$ cat src/rtl/hyperbus_pkg.sv
// Shared definitions for the Hyperbus burst engine: FSM encodings, command
// direction constants and a constant-foldable ceil(log2) helper.
package hyperbus_pkg;

    typedef enum logic [3:0] {
        ST_IDLE  = 4'b0001,
        ST_WRITE = 4'b0010,
        ST_READ  = 4'b0100,
        ST_DONE  = 4'b1000
    } hbus_state_e;

    localparam logic CMD_READ  = 1'b0;
    localparam logic CMD_WRITE = 1'b1;

    function automatic int clog2(input int value);
        int res;
        int rem;
        res = 0;
        rem = value - 1;
        while (rem > 0) begin
            res = res + 1;
            rem = rem >> 1;
        end
        return res;
    endfunction

endpackage

$ cat src/rtl/hyperbus_rr_arbiter.sv
// Combinational round-robin arbiter: one-hot grant to the first requester
// at or after rr_ptr, plus its binary index.
module hyperbus_rr_arbiter
    import hyperbus_pkg::*;
#(
    parameter int NCH   = 2,
    parameter int PTR_W = 1
) (
    input  logic [NCH-1:0]   req,
    input  logic [PTR_W-1:0] rr_ptr,
    output logic [NCH-1:0]   grant,
    output logic [PTR_W-1:0] grant_idx,
    output logic             grant_any
);

    logic [PTR_W-1:0] idx_s;
    logic             hit_s;

    // Scan channels starting at rr_ptr; the first requester found wins.
    always_comb begin
        grant     = {NCH{1'b0}};
        grant_idx = {PTR_W{1'b0}};
        grant_any = 1'b0;
        idx_s     = {PTR_W{1'b0}};
        hit_s     = 1'b0;
        for (int k = 0; k < NCH; k++) begin
            idx_s        = PTR_W'((int'(rr_ptr) + k) % NCH);
            hit_s        = req[idx_s] & ~grant_any;
            grant[idx_s] = grant[idx_s] | hit_s;
            grant_idx    = hit_s ? idx_s : grant_idx;
            grant_any    = grant_any | hit_s;
        end
    end

endmodule

$ cat src/rtl/hyperbus_burst_arbiter.sv
// Round-robin multi-channel burst engine: serialises user words into Hyperbus
// write beats and assembles read beats into user words via a 2-word buffer.
module hyperbus_burst_arbiter
    import hyperbus_pkg::*;
#(
    parameter int NCH             = 2,
    parameter int WORD_WIDTH      = 32,
    parameter int HBUS_DATA_WIDTH = 16,
    parameter int HBUS_ADDR_WIDTH = 32,
    parameter int LEN_WIDTH       = 8
) (
    input  logic                           hbus_clk,
    input  logic                           hbus_rst,
    input  logic [NCH-1:0]                 cmd_valid,
    output logic [NCH-1:0]                 cmd_ready,
    input  logic [NCH-1:0]                 cmd_we,
    input  logic [NCH*HBUS_ADDR_WIDTH-1:0] cmd_adr,
    input  logic [NCH*LEN_WIDTH-1:0]       cmd_len,
    input  logic [NCH-1:0]                 wr_valid,
    output logic [NCH-1:0]                 wr_ready,
    input  logic [NCH*WORD_WIDTH-1:0]      wr_dat,
    output logic [NCH-1:0]                 rd_valid,
    input  logic [NCH-1:0]                 rd_ready,
    output logic [WORD_WIDTH-1:0]          rd_dat,
    output logic [NCH-1:0]                 done,
    output logic [NCH-1:0]                 rd_overrun,
    output logic [HBUS_ADDR_WIDTH-1:0]     hbus_adr_o,
    output logic [HBUS_DATA_WIDTH-1:0]     hbus_dat_o,
    input  logic [HBUS_DATA_WIDTH-1:0]     hbus_dat_i,
    output logic                           hbus_rrq,
    output logic                           hbus_wrq,
    input  logic                           hbus_ready,
    input  logic                           hbus_valid,
    input  logic                           hbus_busy
);

    localparam int CYCLES = WORD_WIDTH / HBUS_DATA_WIDTH;
    localparam int PTR_W  = (NCH > 1) ? clog2(NCH) : 1;
    localparam int CYC_W  = clog2(CYCLES) + 1;
    localparam int BCNT_W = LEN_WIDTH + CYC_W;
    localparam int WCNT_W = LEN_WIDTH + 1;

    localparam logic [PTR_W-1:0]  PTR_ONE  = PTR_W'(1'b1);
    localparam logic [PTR_W-1:0]  PTR_LAST = PTR_W'(NCH - 1);
    localparam logic [BCNT_W-1:0] BCNT_ONE = BCNT_W'(1'b1);
    localparam logic [CYC_W-1:0]  CYC_ONE  = CYC_W'(1'b1);
    localparam logic [CYC_W-1:0]  CYC_LAST = CYC_W'(CYCLES - 1);
    localparam logic [WCNT_W-1:0] WCNT_ONE = WCNT_W'(1'b1);

    generate
        if ((WORD_WIDTH % HBUS_DATA_WIDTH) != 0 || WORD_WIDTH < HBUS_DATA_WIDTH) begin : g_bad_width
            $error("WORD_WIDTH must be an integer multiple of HBUS_DATA_WIDTH");
        end
        if (NCH < 1 || NCH > 8) begin : g_bad_nch
            $error("NCH must be in 1..8");
        end
    endgenerate

    hbus_state_e                state_r, state_nxt_s;
    logic [PTR_W-1:0]           rr_ptr_r, ch_r, grant_idx_s;
    logic [NCH-1:0]             grant_s;
    logic                       grant_any_s, cmd_hs_s;
    logic [HBUS_ADDR_WIDTH-1:0] adr_r, sel_adr_s;
    logic [LEN_WIDTH-1:0]       sel_len_s;
    logic                       sel_we_s, sel_wvalid_s, sel_rready_s;
    logic [WORD_WIDTH-1:0]      sel_wdat_s;
    logic [BCNT_W-1:0]          bcnt_r;
    logic [WCNT_W-1:0]          words_left_r;
    logic [WORD_WIDTH-1:0]      sreg_r;
    logic                       sreg_valid_r;
    logic [CYC_W-1:0]           sreg_beats_r;
    logic                       wrq_r, rrq_r;
    logic [WORD_WIDTH-1:0]      asm_r, asm_next_s;
    logic [CYC_W-1:0]           asm_cnt_r;
    logic [WORD_WIDTH-1:0]      buf0_r, buf1_r;
    logic [1:0]                 buf_cnt_r;
    logic [NCH-1:0]             rd_overrun_r;
    logic                       last_beat_s, wr_beat_s, wr_room_s, wr_load_s;
    logic                       rd_beat_s, push_s, push_ok_s, drop_s, pop_s;
    logic [NCH-1:0]             cmd_ready_s, wr_ready_s, rd_valid_s, done_s;

    hyperbus_rr_arbiter #(
        .NCH   (NCH),
        .PTR_W (PTR_W)
    ) u_rr_arbiter (
        .req       (cmd_valid),
        .rr_ptr    (rr_ptr_r),
        .grant     (grant_s),
        .grant_idx (grant_idx_s),
        .grant_any (grant_any_s)
    );

    assign sel_adr_s    = cmd_adr[grant_idx_s*HBUS_ADDR_WIDTH +: HBUS_ADDR_WIDTH];
    assign sel_len_s    = cmd_len[grant_idx_s*LEN_WIDTH +: LEN_WIDTH];
    assign sel_we_s     = cmd_we[grant_idx_s];
    assign sel_wdat_s   = wr_dat[ch_r*WORD_WIDTH +: WORD_WIDTH];
    assign sel_wvalid_s = wr_valid[ch_r];
    assign sel_rready_s = rd_ready[ch_r];

    assign cmd_hs_s    = (state_r == ST_IDLE) && !hbus_busy && grant_any_s;
    assign last_beat_s = (bcnt_r == BCNT_ONE);
    assign wr_beat_s   = (state_r == ST_WRITE) && wrq_r && sreg_valid_r && hbus_ready;
    // A new word fits when the register is empty or is losing its last beat now.
    assign wr_room_s   = (state_r == ST_WRITE) && (words_left_r != {WCNT_W{1'b0}}) &&
                         (!sreg_valid_r || (wr_beat_s && sreg_beats_r == CYC_ONE));
    assign wr_load_s   = wr_room_s && sel_wvalid_s;
    assign rd_beat_s   = (state_r == ST_READ) && rrq_r && hbus_valid;
    assign push_s      = rd_beat_s && (asm_cnt_r == CYC_LAST);
    assign pop_s       = (state_r == ST_READ) && (buf_cnt_r != 2'd0) && sel_rready_s;
    assign push_ok_s   = push_s && ((buf_cnt_r != 2'd2) || pop_s);
    assign drop_s      = push_s && !push_ok_s;
    assign asm_next_s  = WORD_WIDTH'(asm_r << HBUS_DATA_WIDTH) | WORD_WIDTH'(hbus_dat_i);

    // FSM state register.
    always_ff @(posedge hbus_clk or posedge hbus_rst) begin
        if (hbus_rst) begin
            state_r <= ST_IDLE;
        end else begin
            state_r <= state_nxt_s;
        end
    end

    // FSM next-state logic; READ finishes once the buffer is (about to be) empty.
    always_comb begin
        state_nxt_s = state_r;
        case (state_r)
            ST_IDLE: begin
                if (cmd_hs_s) begin
                    state_nxt_s = (sel_we_s == CMD_WRITE) ? ST_WRITE : ST_READ;
                end else begin
                    state_nxt_s = ST_IDLE;
                end
            end
            ST_WRITE: begin
                if (wr_beat_s && last_beat_s) begin
                    state_nxt_s = ST_DONE;
                end else begin
                    state_nxt_s = ST_WRITE;
                end
            end
            ST_READ: begin
                if ((bcnt_r == {BCNT_W{1'b0}}) &&
                    ((buf_cnt_r == 2'd0) || (buf_cnt_r == 2'd1 && pop_s))) begin
                    state_nxt_s = ST_DONE;
                end else begin
                    state_nxt_s = ST_READ;
                end
            end
            ST_DONE: state_nxt_s = ST_IDLE;
            default: state_nxt_s = ST_IDLE;
        endcase
    end

    // FSM output decode; all per-channel strobes steer to the latched channel.
    always_comb begin
        cmd_ready_s = {NCH{1'b0}};
        wr_ready_s  = {NCH{1'b0}};
        rd_valid_s  = {NCH{1'b0}};
        done_s      = {NCH{1'b0}};
        if (state_r == ST_IDLE && !hbus_busy) begin
            cmd_ready_s = grant_s;
        end else begin
            cmd_ready_s = {NCH{1'b0}};
        end
        wr_ready_s[ch_r] = wr_room_s;
        rd_valid_s[ch_r] = (state_r == ST_READ) && (buf_cnt_r != 2'd0);
        done_s[ch_r]     = (state_r == ST_DONE);
    end

    assign cmd_ready  = cmd_ready_s;
    assign wr_ready   = wr_ready_s;
    assign rd_valid   = rd_valid_s;
    assign done       = done_s;
    assign rd_dat     = buf0_r;
    assign rd_overrun = rd_overrun_r;
    assign hbus_adr_o = adr_r;
    assign hbus_dat_o = sreg_r[WORD_WIDTH-1 -: HBUS_DATA_WIDTH];
    assign hbus_rrq   = rrq_r;
    assign hbus_wrq   = wrq_r;

    // Command latch, beat/word counters and bus request flags.
    always_ff @(posedge hbus_clk or posedge hbus_rst) begin
        if (hbus_rst) begin
            rr_ptr_r     <= {PTR_W{1'b0}};
            ch_r         <= {PTR_W{1'b0}};
            adr_r        <= {HBUS_ADDR_WIDTH{1'b0}};
            bcnt_r       <= {BCNT_W{1'b0}};
            words_left_r <= {WCNT_W{1'b0}};
            wrq_r        <= 1'b0;
            rrq_r        <= 1'b0;
        end else if (cmd_hs_s) begin
            ch_r         <= grant_idx_s;
            adr_r        <= sel_adr_s;
            bcnt_r       <= BCNT_W'((int'(sel_len_s) + 1) * CYCLES);
            words_left_r <= WCNT_W'(int'(sel_len_s) + 1);
            rr_ptr_r     <= (grant_idx_s == PTR_LAST) ? {PTR_W{1'b0}} : grant_idx_s + PTR_ONE;
            wrq_r        <= (sel_we_s == CMD_WRITE);
            rrq_r        <= (sel_we_s == CMD_READ);
        end else begin
            if (wr_beat_s || rd_beat_s) begin
                bcnt_r <= bcnt_r - BCNT_ONE;
            end
            if (wr_beat_s && last_beat_s) begin
                wrq_r <= 1'b0;
            end
            if (rd_beat_s && last_beat_s) begin
                rrq_r <= 1'b0;
            end
            if (wr_load_s) begin
                words_left_r <= words_left_r - WCNT_ONE;
            end
        end
    end

    // Write serialiser: MSB-first beats, a load may coincide with the last shift.
    always_ff @(posedge hbus_clk or posedge hbus_rst) begin
        if (hbus_rst) begin
            sreg_r       <= {WORD_WIDTH{1'b0}};
            sreg_valid_r <= 1'b0;
            sreg_beats_r <= {CYC_W{1'b0}};
        end else if (cmd_hs_s) begin
            sreg_valid_r <= 1'b0;
        end else if (wr_load_s) begin
            sreg_r       <= sel_wdat_s;
            sreg_valid_r <= 1'b1;
            sreg_beats_r <= CYC_W'(CYCLES);
        end else if (wr_beat_s) begin
            sreg_r       <= sreg_r << HBUS_DATA_WIDTH;
            sreg_beats_r <= sreg_beats_r - CYC_ONE;
            sreg_valid_r <= (sreg_beats_r != CYC_ONE);
        end
    end

    // Read assembler and 2-entry output buffer; overflowing words are dropped.
    always_ff @(posedge hbus_clk or posedge hbus_rst) begin
        if (hbus_rst) begin
            asm_r        <= {WORD_WIDTH{1'b0}};
            asm_cnt_r    <= {CYC_W{1'b0}};
            buf0_r       <= {WORD_WIDTH{1'b0}};
            buf1_r       <= {WORD_WIDTH{1'b0}};
            buf_cnt_r    <= 2'd0;
            rd_overrun_r <= {NCH{1'b0}};
        end else if (cmd_hs_s) begin
            asm_cnt_r <= {CYC_W{1'b0}};
            buf_cnt_r <= 2'd0;
        end else begin
            if (rd_beat_s) begin
                asm_r     <= asm_next_s;
                asm_cnt_r <= push_s ? {CYC_W{1'b0}} : asm_cnt_r + CYC_ONE;
            end
            if (drop_s) begin
                rd_overrun_r[ch_r] <= 1'b1;
            end
            case ({push_ok_s, pop_s})
                2'b10: begin
                    if (buf_cnt_r == 2'd0) begin
                        buf0_r <= asm_next_s;
                    end else begin
                        buf1_r <= asm_next_s;
                    end
                    buf_cnt_r <= buf_cnt_r + 2'd1;
                end
                2'b01: begin
                    buf0_r    <= buf1_r;
                    buf_cnt_r <= buf_cnt_r - 2'd1;
                end
                2'b11: begin
                    if (buf_cnt_r == 2'd1) begin
                        buf0_r <= asm_next_s;
                    end else begin
                        buf0_r <= buf1_r;
                        buf1_r <= asm_next_s;
                    end
                end
                default: begin
                    buf_cnt_r <= buf_cnt_r;
                end
            endcase
        end
    end

endmodule

$ cat config.mk
export PLATFORM = sky130hd
export DESIGN_NAME = hyperbus_burst_arbiter
export DESIGN_NICKNAME = d
export VERILOG_FILES = /design/src/rtl/hyperbus_pkg.sv /design/src/rtl/hyperbus_rr_arbiter.sv /design/src/rtl/hyperbus_burst_arbiter.sv
export SDC_FILE = /design/constraint.sdc
export NUM_CORES = 1
export LEC_CHECK = 0
export ABC_CLOCK_PERIOD_IN_PS = 7050
export CAP_MARGIN = 20
export CORE_MARGIN = 8
export CORE_UTILIZATION = 43
export CTS_CLUSTER_SIZE = 20
export DETAILED_ROUTE_END_ITERATION = 16
export PLACE_DENSITY_LB_ADDON = 0.25
export SETUP_SLACK_MARGIN = 0.5
export SLEW_MARGIN = 20
export SYNTH_ARGS = -nofsm -noshare
export SYNTH_HDL_FRONTEND = slang
export SYNTH_SLANG_ARGS = --single-unit
$ cat constraint.sdc
create_clock -name hbus_clk -period 7.05 [get_ports hbus_clk]
set_input_delay 2.115 -clock hbus_clk [delete_from_list [all_inputs] [get_ports hbus_clk]]
set_output_delay 2.115 -clock hbus_clk [all_outputs]
set_load 0.05 [all_outputs]
==> out/metrics.csv <==
stage,metric,value,unit
cts,cts repair resizes,0,
sta,RSZ-0062 raised after global routing,no,
sta,final hold violations,0,
yosys,Ys Warns,0,
run_status,status,completed,
yosys,synth unique cells,52,
routing,Initial DRC Count,369,
yosys,Synth Instances,857,
critical_path,largest fanout on the critical path,11,
cts,Root Driver,clkbuf_16,
cts,clock sink count,180,
critical_path,CP most frequent cell,clkdlybuf4s50_1,
place,post-DP HPWL,17200,µm
yosys,Post-synth EDFFs,0,
power_and_ir_drop,Seq pwr share,36.1,%
sta,final worst slack,0.854,ns
global_route,antenna violations before repair,0,
sta,Slew @ Worst Pin,1.04,ns
place,pre-CTS setup slack,0.864,ns
routing,Via density,5.23,
critical_path,critical path class,primary input to output pin,
cts,CTS tree,yes,
sta,Final Skew,0.0286,ns
critical_path,Worst EP required,4.93,ns
sta,Slew HR,30.3,%
routing,DR WL/cell,17.5,µm
die,FP Rows,52,
global_route,largest net degree at the start of global routing,148,
sta,# setup viols final,0,
power_and_ir_drop,pwr dens,346,nW/µm²
die,Chip Width,159,µm
sta,Max Fclk,0.161,GHz
die,die area,25300,µm²
global_route,global-route wire length before repair,39200,µm
layout,fraction of layout instances using a drive strength above 1,10.2,%
die,Die Span Y,159,µm
critical_path,crit path capture type,output pin,
layout,Post-layout nets,1262,
power_and_ir_drop,clock power share,23.9,%
worst_hold_path,hold path cells,1,
die,I/O pin total,265,
die,Placeable Area,20200,µm²
cts,TritonCTS Buffers,17,
cts,clock-pin slew on the worst setup and hold paths,0.06,ns
power_and_ir_drop,Sw Ratio,40.2,%
critical_path,worst r2r path cells,7,
critical_path,CP Launch Type,primary input,
power_and_ir_drop,Net Switching,1.69,mW
worst_hold_path,Worst Hold Class,register to register,
yosys,Post-Syn Area,8790,µm²
sta,setup tns final,0,ns
yosys,#FFs+latches synth,180,
critical_path,CP Cell Sequence,clkdlybuf4s50_1 > nand3_1 > a22oi_1 > buf_4 > nand2_1 > nor2_1 > clkdlybuf4s50_1,
layout,Area Overhead vs Synth,38.6,%
routing,Pre-antenna DRT Iters,4,
routing,# DRC,0,
cts,Skew-Pair Late Insertion Delay,0.44,ns
global_route,GR Overflow Total,0,
sta,Final min period,6.20,ns
critical_path,CP max-delay cell,clkdlybuf4s50_1,
critical_path,critical path arrival,4.08,ns
cts,Max Buffers Root-to-Sink,2,
power_and_ir_drop,share of power burned in combinational logic,39.9,%
yosys,syn_area_per_cell,10.3,µm²
die,initial core utilization,43.6,%
cts,H-tree levels,4,
routing,final wirelength,23900,µm
place,IO buf count,264,
global_route,GRT Total Usage,18.9,%
global_route,vias in the first global route,7550,
cts,cts hold-fix bufs,0,
layout,most frequent cells in the layout,"clkdlybuf4s50_1, dfrtp_1, nand2_1",
power_and_ir_drop,maximum VDD drop,0.222,mV
yosys,async set-or-reset flop fraction in the synthesized netlist,100,%
place,GPL Wtd Cong,0.855,
flow_run,max cap viols,0,
yosys,total nets after synthesis,1039,
layout,"most common cell after layout, fill and taps aside",clkdlybuf4s50_1,
cts,setup bufs post-CTS,0,
power_and_ir_drop,Pint,2.52,mW
routing,DR vias,7134,
layout,Antenna diodes,0,
power_and_ir_drop,Pleak,5.15,nW
sta,fin crit share,87.9,%
yosys,Synth Flop Type,dfrtp_1,
power_and_ir_drop,Total Power,4.22,mW
sta,Slew Limit Fails,0,
critical_path,largest stage delay on the critical path,0.82,ns
routing,Detail Route Antenna Nets,0,
yosys,"Seq/Total Area, Yosys",51.3,%
routing by layer:
layer	up-vias	track usage (%)	routed length (µm)
met4	0	5.79	390
met5	-	0	0
met1	3405	22.2	10200
met2	212	31.3	11500
li1	3492	-	-
met3	25	7.45	1860
cell type report:
type                            instances  area (µm²)
Timing Repair Buffer                  275        2750
Sequential cell                       180        4510
Clock buffer                           19         443
Multi-Input combinational cell        595        3920
Inverter                               11        45.0
Clock inverter                         13         184
Fill cell                            1720        7990
Tap cell                              270         338
through the flow:
stage	instances	hold slack [ns]	utilization [%]	cell area [µm²]
after floorplan	857	0.455	-	8790
after global placement	1331	0.460	57.3	11600
after detailed placement	1331	0.465	57.3	11600
after CTS	1363	0.484	60.4	12200
after global routing	1363	0.500	60.4	12200
final	1363	0.476	60.4	12200
cells in the mapped netlist, types with 2 or more instances:
cell / count / area share, %
dfrtp_1: 179 / 51
nand2_1: 130 / 5.6
o21ai_0: 84 / 4.8
mux2i_1: 61 / 6.9
mux2_2: 49 / 6.3
clkbuf_1: 39 / 1.7
nand3_1: 39 / 2.2
a22oi_1: 33 / 2.8
a31oi_1: 22 / 1.6
buf_4: 21 / 1.8
nor2_1: 21 / 0.90
nor2b_1: 18 / 1.3
a211oi_1: 17 / 1.5
xor2_1: 14 / 1.4
a21oi_1: 12 / 0.68
inv_1: 11 / 0.47
nor3_1: 11 / 0.63
ha_1: 9 / 1.3
buf_2: 8 / 0.46
nand4_1: 7 / 0.50
o21ai_1: 6 / 0.34
xnor2_1: 6 / 0.60
a21o_1: 4 / 0.34
and3_1: 4 / 0.28
nor2_2: 4 / 0.28
nor4_1: 4 / 0.28
or3_1: 4 / 0.28
buf_1: 3 / 0.13
nor3b_1: 3 / 0.26
o211ai_1: 3 / 0.26
or4_1: 3 / 0.26
nand4b_1: 2 / 0.20
nor4b_1: 2 / 0.20
o22ai_1: 2 / 0.14
o311ai_0: 2 / 0.20
o31ai_1: 2 / 0.17
or2_2: 2 / 0.14
or4b_1: 2 / 0.23
sequential cells by signal, summed over array words and instances, names as in the netlist:
signal / count
buf1_r: 32
hbus_adr_o: 32
rd_dat: 32
sreg_r: 32
asm_r: 16
bcnt_r: 10
words_left_r: 9
state_r: 4
asm_cnt_r: 2
buf_cnt_r: 2
rd_overrun: 2
sreg_beats_r: 2
ch_r: 1
hbus_rrq: 1
hbus_wrq: 1
rr_ptr_r: 1
sreg_valid_r: 1
final timing paths:
kind / startpoint / to / slack (ns)
max: hbus_ready / wr_ready[0] / 0.85
max in group asynchronous: hbus_rst / bcnt_r[0] / 3.66
max reg2reg: ch_r / rd_dat[2] / 4.35
min reg2reg: rd_overrun[1] / rd_overrun[1] / 0.48
min: rd_overrun[1] / rd_overrun[1] / 0.48
min in group asynchronous: hbus_rst / hbus_adr_o[26] / 2.14
cells by family (layout without fill, tap and decap cells):
family | Yosys count | in the layout | share of synthesized area [%]
compound gates | 192 | 192 | 13.3
xor+xnor | 20 | 20 | 1.99
fa+ha+maj | 9 | 9 | 1.28
buf+inv | 82 | 318 | 4.51
flops | 180 | 180 | 51.3
mux | 110 | 110 | 13.2
simple gates | 264 | 264 | 14.4
worst max-delay path, delay by kind of cell:
kind            cells  cell delay, ns
buf+inv             3            1.49
simple gates        3            0.25
compound gates      1            0.20
power groups by stage:
stage | clock network [mW] | registers (mW) | logic, mW
floorplan | 0 | 1.85 | 0.826
global placement | 0 | 1.52 | 1.68
detailed placement | 0 | 1.54 | 1.70
CTS | 1.03 | 1.52 | 1.70
global route | 1.08 | 1.56 | 1.82
finish | 1.01 | 1.52 | 1.68
Power figures use the tool's default switching activity.
==> patch 1, RTL diff (same flow settings) <==
Register the output `rd_overrun` once more, cleared by the reset; this adds one clock of latency there. The other outputs are not delayed to match.
--- a/src/rtl/hyperbus_burst_arbiter.sv
+++ b/src/rtl/hyperbus_burst_arbiter.sv
@@ -174,3 +174,9 @@
     assign rd_dat     = buf0_r;
-    assign rd_overrun = rd_overrun_r;
+    always_ff @(posedge hbus_clk or posedge hbus_rst) begin
+        if (hbus_rst) begin
+            rd_overrun <= '0;
+        end else begin
+            rd_overrun <= rd_overrun_r;
+        end
+    end
     assign hbus_adr_o = adr_r;
Behaviour: same outputs for any inputs over 4 cycles, from zero or initial values and one cycle with hbus_rst high; that may be too few to reach the edited logic, so the function may still have changed.
==> patch 1 against the original RTL <==
- clock skew shrank 0.017 ns
- setup slack lost 0.095 ns
- total power grew 3.9%
- routed wire length shrank 1.1%
- cell area shrank 0.93%
- synthesized area shrank 0.78%
- first-iteration DRC count grew 37%
- non-clock buffer count shrank 1
- hold slack lost 0.095 ns
- register-to-register slack lost 0.31 ns
- sequential cell count grew 2
- critical path type unchanged
- critical endpoint is now cmd_ready[1]
- highest routed layer unchanged
==> patch 1: results (changes against the original RTL) <==
Parameter                              Value

Setup path
  Setup slack of the most critical reg-to-reg path    4.04 ns (-0.31 ns)
  Setup crit end    cmd_ready[1]
  CP max FO    3 (-8)
  Arrival time at the worst endpoint    4.18 ns (+0.10 ns)
  RR Startpoint    words_left_r[3]
  Worst stage delay on the critical path    0.85 ns (+0.03 ns)
  Launching instance or port of the critical path    hbus_busy

Floorplanning
  Core outline area    20000 um^2 (-0.65%)

STA
  Worst clock skew on the final layout    0.0113 ns (-0.0174 ns)
  Worst Hold Margin    0.381 ns (-0.0948 ns)
  Time the final worst path needs with I/O delays and setup    6.29 ns (+0.0955 ns)
  Transition time at the pin with the least slew margin    1.07 ns (+0.0259 ns)

Cells and area
  Area occupied by registers    4560 um^2 (+1.1%)
  Final-layout clock buffer total    18 (-1)
  Clock network share of area    0.0478 (-0.00366)
  Post-route non-filler standard cell count    1328 (-2.6%)
  Fraction of area in multi-input gates    0.306 (-0.0157)
  Non-clock buffer contribution to total cell area    0.227 (+0.00171)
  Signal inverters    41 (+30)
  Fraction of final layout cells sized beyond drive strength 1    0.105 (+0.00264)
  Count of multi-input combinational gates    527 (-11%)
  Number of buffers other than clock buffers in the final layout    274 (-0.36%)
  Fill cell instance count of the final layout    1739 (+1.1%)

Hold path
  Worst Hold Path EP    rd_overrun[0]
  Depth of the worst hold-timing path    0 (-1)

Routing
  Met1 Routed Length    9790 um (-3.6%)
  Total iterations of the first detailed-routing run    7 (+3)
  Number of violations reported at the end of detailed-routing iteration 0    505 (+37%)
  Total via count in the routed design    7023 (-1.6%)
  Met3 Wirelength    1420 um (-23%)
  Met2 routed wirelength    12000 um (+4.4%)

GRT
  Global-route wire length before repair    37200 um (-5.1%)
  Initial antenna violation count    1 (+1)
  Global Route Usage Sum    0.187 (-0.00136)

Yosys
  FF+latch count, synth    182 (+1.1%)
  Part of the Yosys area used for sequential elements    0.522 (+0.00978)
  Cell types with the largest area share after synthesis    sky130_fd_sc_hd__dfrtp_1 (52%), sky130_fd_sc_hd__mux2_2 (6.5%), sky130_fd_sc_hd__mux2i_1 (6.4%)
  Number of distinct standard cells referenced by the synthesized netlist    54 (+3.8%)

Placement
  Cell total after placement    1294 (-2.8%)
  Global placer's final weighted congestion    0.871 (+1.8%)
  Detail Placement HPWL    17000 um (-1.0%)
  Standard cell area after detailed placement    11500 um^2 (-0.60%)

Pwr
  Leakage component of the power    5.25 nW (+1.9%)

Run status
  Result of the run    completed
patch 1: logic make-up after synthesis:
| family | Yosys count | share of synthesized area |
|---|---|---|
| compound gates | 170 | 0.134 |
| xor+xnor | 20 | 0.0201 |
| fa+ha+maj | 8 | 0.0115 |
| buf+inv | 107 | 0.0572 |
| flops | 182 | 0.522 |
| mux | 106 | 0.129 |
| simple gates | 223 | 0.126 |
patch 1: power groups by stage:
stage,logic (W),clock network (W),registers (W)
6_report,0.00191,0.000918,0.00155
5_1_grt,0.00205,0.000983,0.00160
4_1_cts,0.00193,0.000942,0.00155
3_5_place_dp,0.00193,0,0.00156
3_3_place_gp,0.00190,0,0.00156
2_1_floorplan,0.000852,0,0.00201
patch 1: layer usage:
layer	track usage	up-vias
met5	0	-
met4	0.0611	0
met3	0.0505	29
met2	0.316	190
met1	0.229	3415
li1	-	3389
==> patch 2, RTL diff (same flow settings) <==
Without the edit above. `NCH` is set to 2 in 2 places; all go to 1.
--- a/src/rtl/hyperbus_rr_arbiter.sv
+++ b/src/rtl/hyperbus_rr_arbiter.sv
@@ -5,3 +5,3 @@
 #(
-    parameter int NCH   = 2,
+    parameter int NCH   = 1,
     parameter int PTR_W = 1
--- a/src/rtl/hyperbus_burst_arbiter.sv
+++ b/src/rtl/hyperbus_burst_arbiter.sv
@@ -5,3 +5,3 @@
 #(
-    parameter int NCH             = 2,
+    parameter int NCH             = 1,
     parameter int WORD_WIDTH      = 32,
Ports: changed (12 resized); port bits go from 265 to 184. The function was not compared with the original's and may differ.
==> patch 2 against the original RTL <==
- critical path depth down 1
- maximum frequency up 4.8%
- sequential cell count shrank 3
- cell area down 14%
- largest power group is now registers
- core utilization shrank 2.5 points
- setup slack gained 0.28 ns
- via count down 15%
- clock skew decreased by 0.017 ns
- routed wire length shrank 21%
- synthesized area down 9.8%
- non-clock buffer count is 84 lower
- total power fell by 11%
==> patch 2: results (changes against the original RTL) <==
Parameter                              Value

Hold path
  Worst Hold Class    flop to flop
  Depth of the worst hold-timing path    1 (unchanged)
  Worst Hold Path EP    rd_overrun
  HP Start    rd_overrun

Setup path
  Arrival time at the worst endpoint    3.80 ns (-0.28 ns)
  CP max FO    2 (-9)
  Setup slack of the most critical reg-to-reg path    4.40 ns (+0.05 ns)
  Endpoint of the lowest-slack register-to-register path    bcnt_r[4]
  Launching instance or port of the critical path    hbus_ready
  Depth of the worst register-to-register path    6 (-1)
  RR Startpoint    state_r[1]

GRT
  Global-route wire length before repair    32100 um (-18%)
  Via count of the first global-routing pass    6232 (-17%)
  Global Route Usage Sum    0.167 (-0.0219)
  Initial antenna violation count    1 (+1)
  Maximum number of pins on one net before global-route repair    178 (+20%)

STA
  Worst clock skew on the final layout    0.0114 ns (-0.0173 ns)
  Worst slew slack as a fraction of its limit    0.346 (+0.0433)

Yosys
  Proportion of register bits with asynchronous set or reset after synthesis    1.00 (unchanged)
  Synth Net Count    918 (-12%)
  Primary flip-flop cell chosen by synthesis mapping    sky130_fd_sc_hd__dfrtp_1
  Synth Warn #    0 (unchanged)
  Most common library cells after synthesis    sky130_fd_sc_hd__nand2_1 (261), sky130_fd_sc_hd__dfrtp_1 (176), sky130_fd_sc_hd__o21ai_0 (62)
  Cell types with the largest area share after synthesis    sky130_fd_sc_hd__dfrtp_1 (56%), sky130_fd_sc_hd__nand2_1 (12%), sky130_fd_sc_hd__mux2_2 (4.7%)
  Part of the Yosys area used for sequential elements    0.559 (+0.0460)
  Number of distinct standard cells referenced by the synthesized netlist    52 (unchanged)

Routing
  Number of violations reported at the end of detailed-routing iteration 0    251 (-32%)
  Routed length per placed instance    15.6 um (-11%)
  Via density per instance    5.05 (-3.6%)

Pwr
  Peak supply drop    0.274 mV (+23%)
  Leakage component of the power    4.70 nW (-8.7%)

Placement
  Global placer's final weighted congestion    0.785 (-8.2%)
  Total of buffers placed on input and output ports    183 (-31%)
  Detail Placement HPWL    12700 um (-26%)

Run status
  Result of the run    completed

Cells and area
  Fraction of final layout cells sized beyond drive strength 1    0.0899 (-0.0126)
  Net count, final    1072 (-15%)
  ANT cells    0 (unchanged)

Clocking
  Clk pin slew, worst setup/hold paths    around 0.070 ns
  Total of cells resized after clock tree synthesis    0 (unchanged)
  Number of buffers created by CTS    17 (unchanged)
  Number of post-CTS setup repair buffers    0 (unchanged)
  Clock insertion delay at the later pin of the skew report    0.42 ns (-0.02 ns)

Floorplanning
  Core outline area    18000 um^2 (-11%)
patch 2: cell count changes after synthesis, moves of 16 or more:
cell and delta:
sky130_fd_sc_hd__mux2_2 -16, sky130_fd_sc_hd__mux2i_1 -27, sky130_fd_sc_hd__a211oi_1 -16, sky130_fd_sc_hd__nor2_1 +18, sky130_fd_sc_hd__nand2_1 +131, sky130_fd_sc_hd__nor2b_1 -16
sky130_fd_sc_hd__a22oi_1 -33, sky130_fd_sc_hd__nand3_1 -22, sky130_fd_sc_hd__o21ai_0 -22
patch 2: per-stage QoR:
step	util	instance area [um^2]	setup WS (ns)	hold WS [ns]	cells
after floorplan	-	7940	1.36	0.463	812
after global placement	0.547	9870	1.15	0.455	1176
after detailed placement	0.547	9870	1.14	0.455	1176
after CTS	0.579	10400	1.13	0.471	1208
after global routing	0.579	10400	1.06	0.498	1208
final	0.579	10400	1.14	0.464	1208
patch 2: layout make-up:
type,instances,area (um^2)
fill,1632,7590
sequential,177,4430
multi-input combinational,568,3200
timing repair buffer,191,1910
clock buffer,17,425
tap,229,287
clock inverter,15,141
inverter,11,45.0
patch 2: where the power goes:
| part | internal [W] | total (W) | leakage [nW] | switching [W] |
|---|---|---|---|---|
| combinational | 0.000497 | 0.00140 | 2.09 | 0.000905 |
| clock | 0.000470 | 0.000909 | 0.283 | 0.000439 |
| sequential | 0.00128 | 0.00146 | 2.32 | 0.000179 |
| total | 0.00225 | 0.00377 | 4.70 | 0.00152 |
patch 2: cells by family (layout without fill, tap and decap cells):
kind of cell | Yosys count | in the layout | share of synthesized area
multiplexers | 67 | 67 | 0.0898
adder cells (fa/ha/maj) | 9 | 9 | 0.0142
flip-flops | 177 | 177 | 0.559
AND/OR/NAND/NOR | 359 | 359 | 0.189
buffers and inverters | 67 | 234 | 0.0420
XOR/XNOR | 16 | 16 | 0.0177
AO/OA/AOI/OAI | 117 | 117 | 0.0887
patch 2: metal layers:
layer  global-route usage  up-vias  wire length (um)
met5                    0        -                 9
met4               0.0490        2               193
met3               0.0621       13              1460
met2                0.265      141              8690
met1                0.208     2918              8450
li1                     -     3022                 -
patch 2: worst max path at each step:
stage,end,slack (ns)
after floorplan,cmd_ready,1.36
after detailed placement,wr_ready,1.14
final,wr_ready,1.14
after global routing,wr_ready,1.06
after global placement,wr_ready,1.15
after CTS,wr_ready,1.13
patch 2: critical path: stages:
cell and delay [ns]:
sky130_fd_sc_hd__clkdlybuf4s50_1 0.49, sky130_fd_sc_hd__nand3_1 0.14, sky130_fd_sc_hd__nand2_1 0.10, sky130_fd_sc_hd__nand2_1 0.05, sky130_fd_sc_hd__nor2_1 0.09, sky130_fd_sc_hd__clkdlybuf4s50_1 0.81
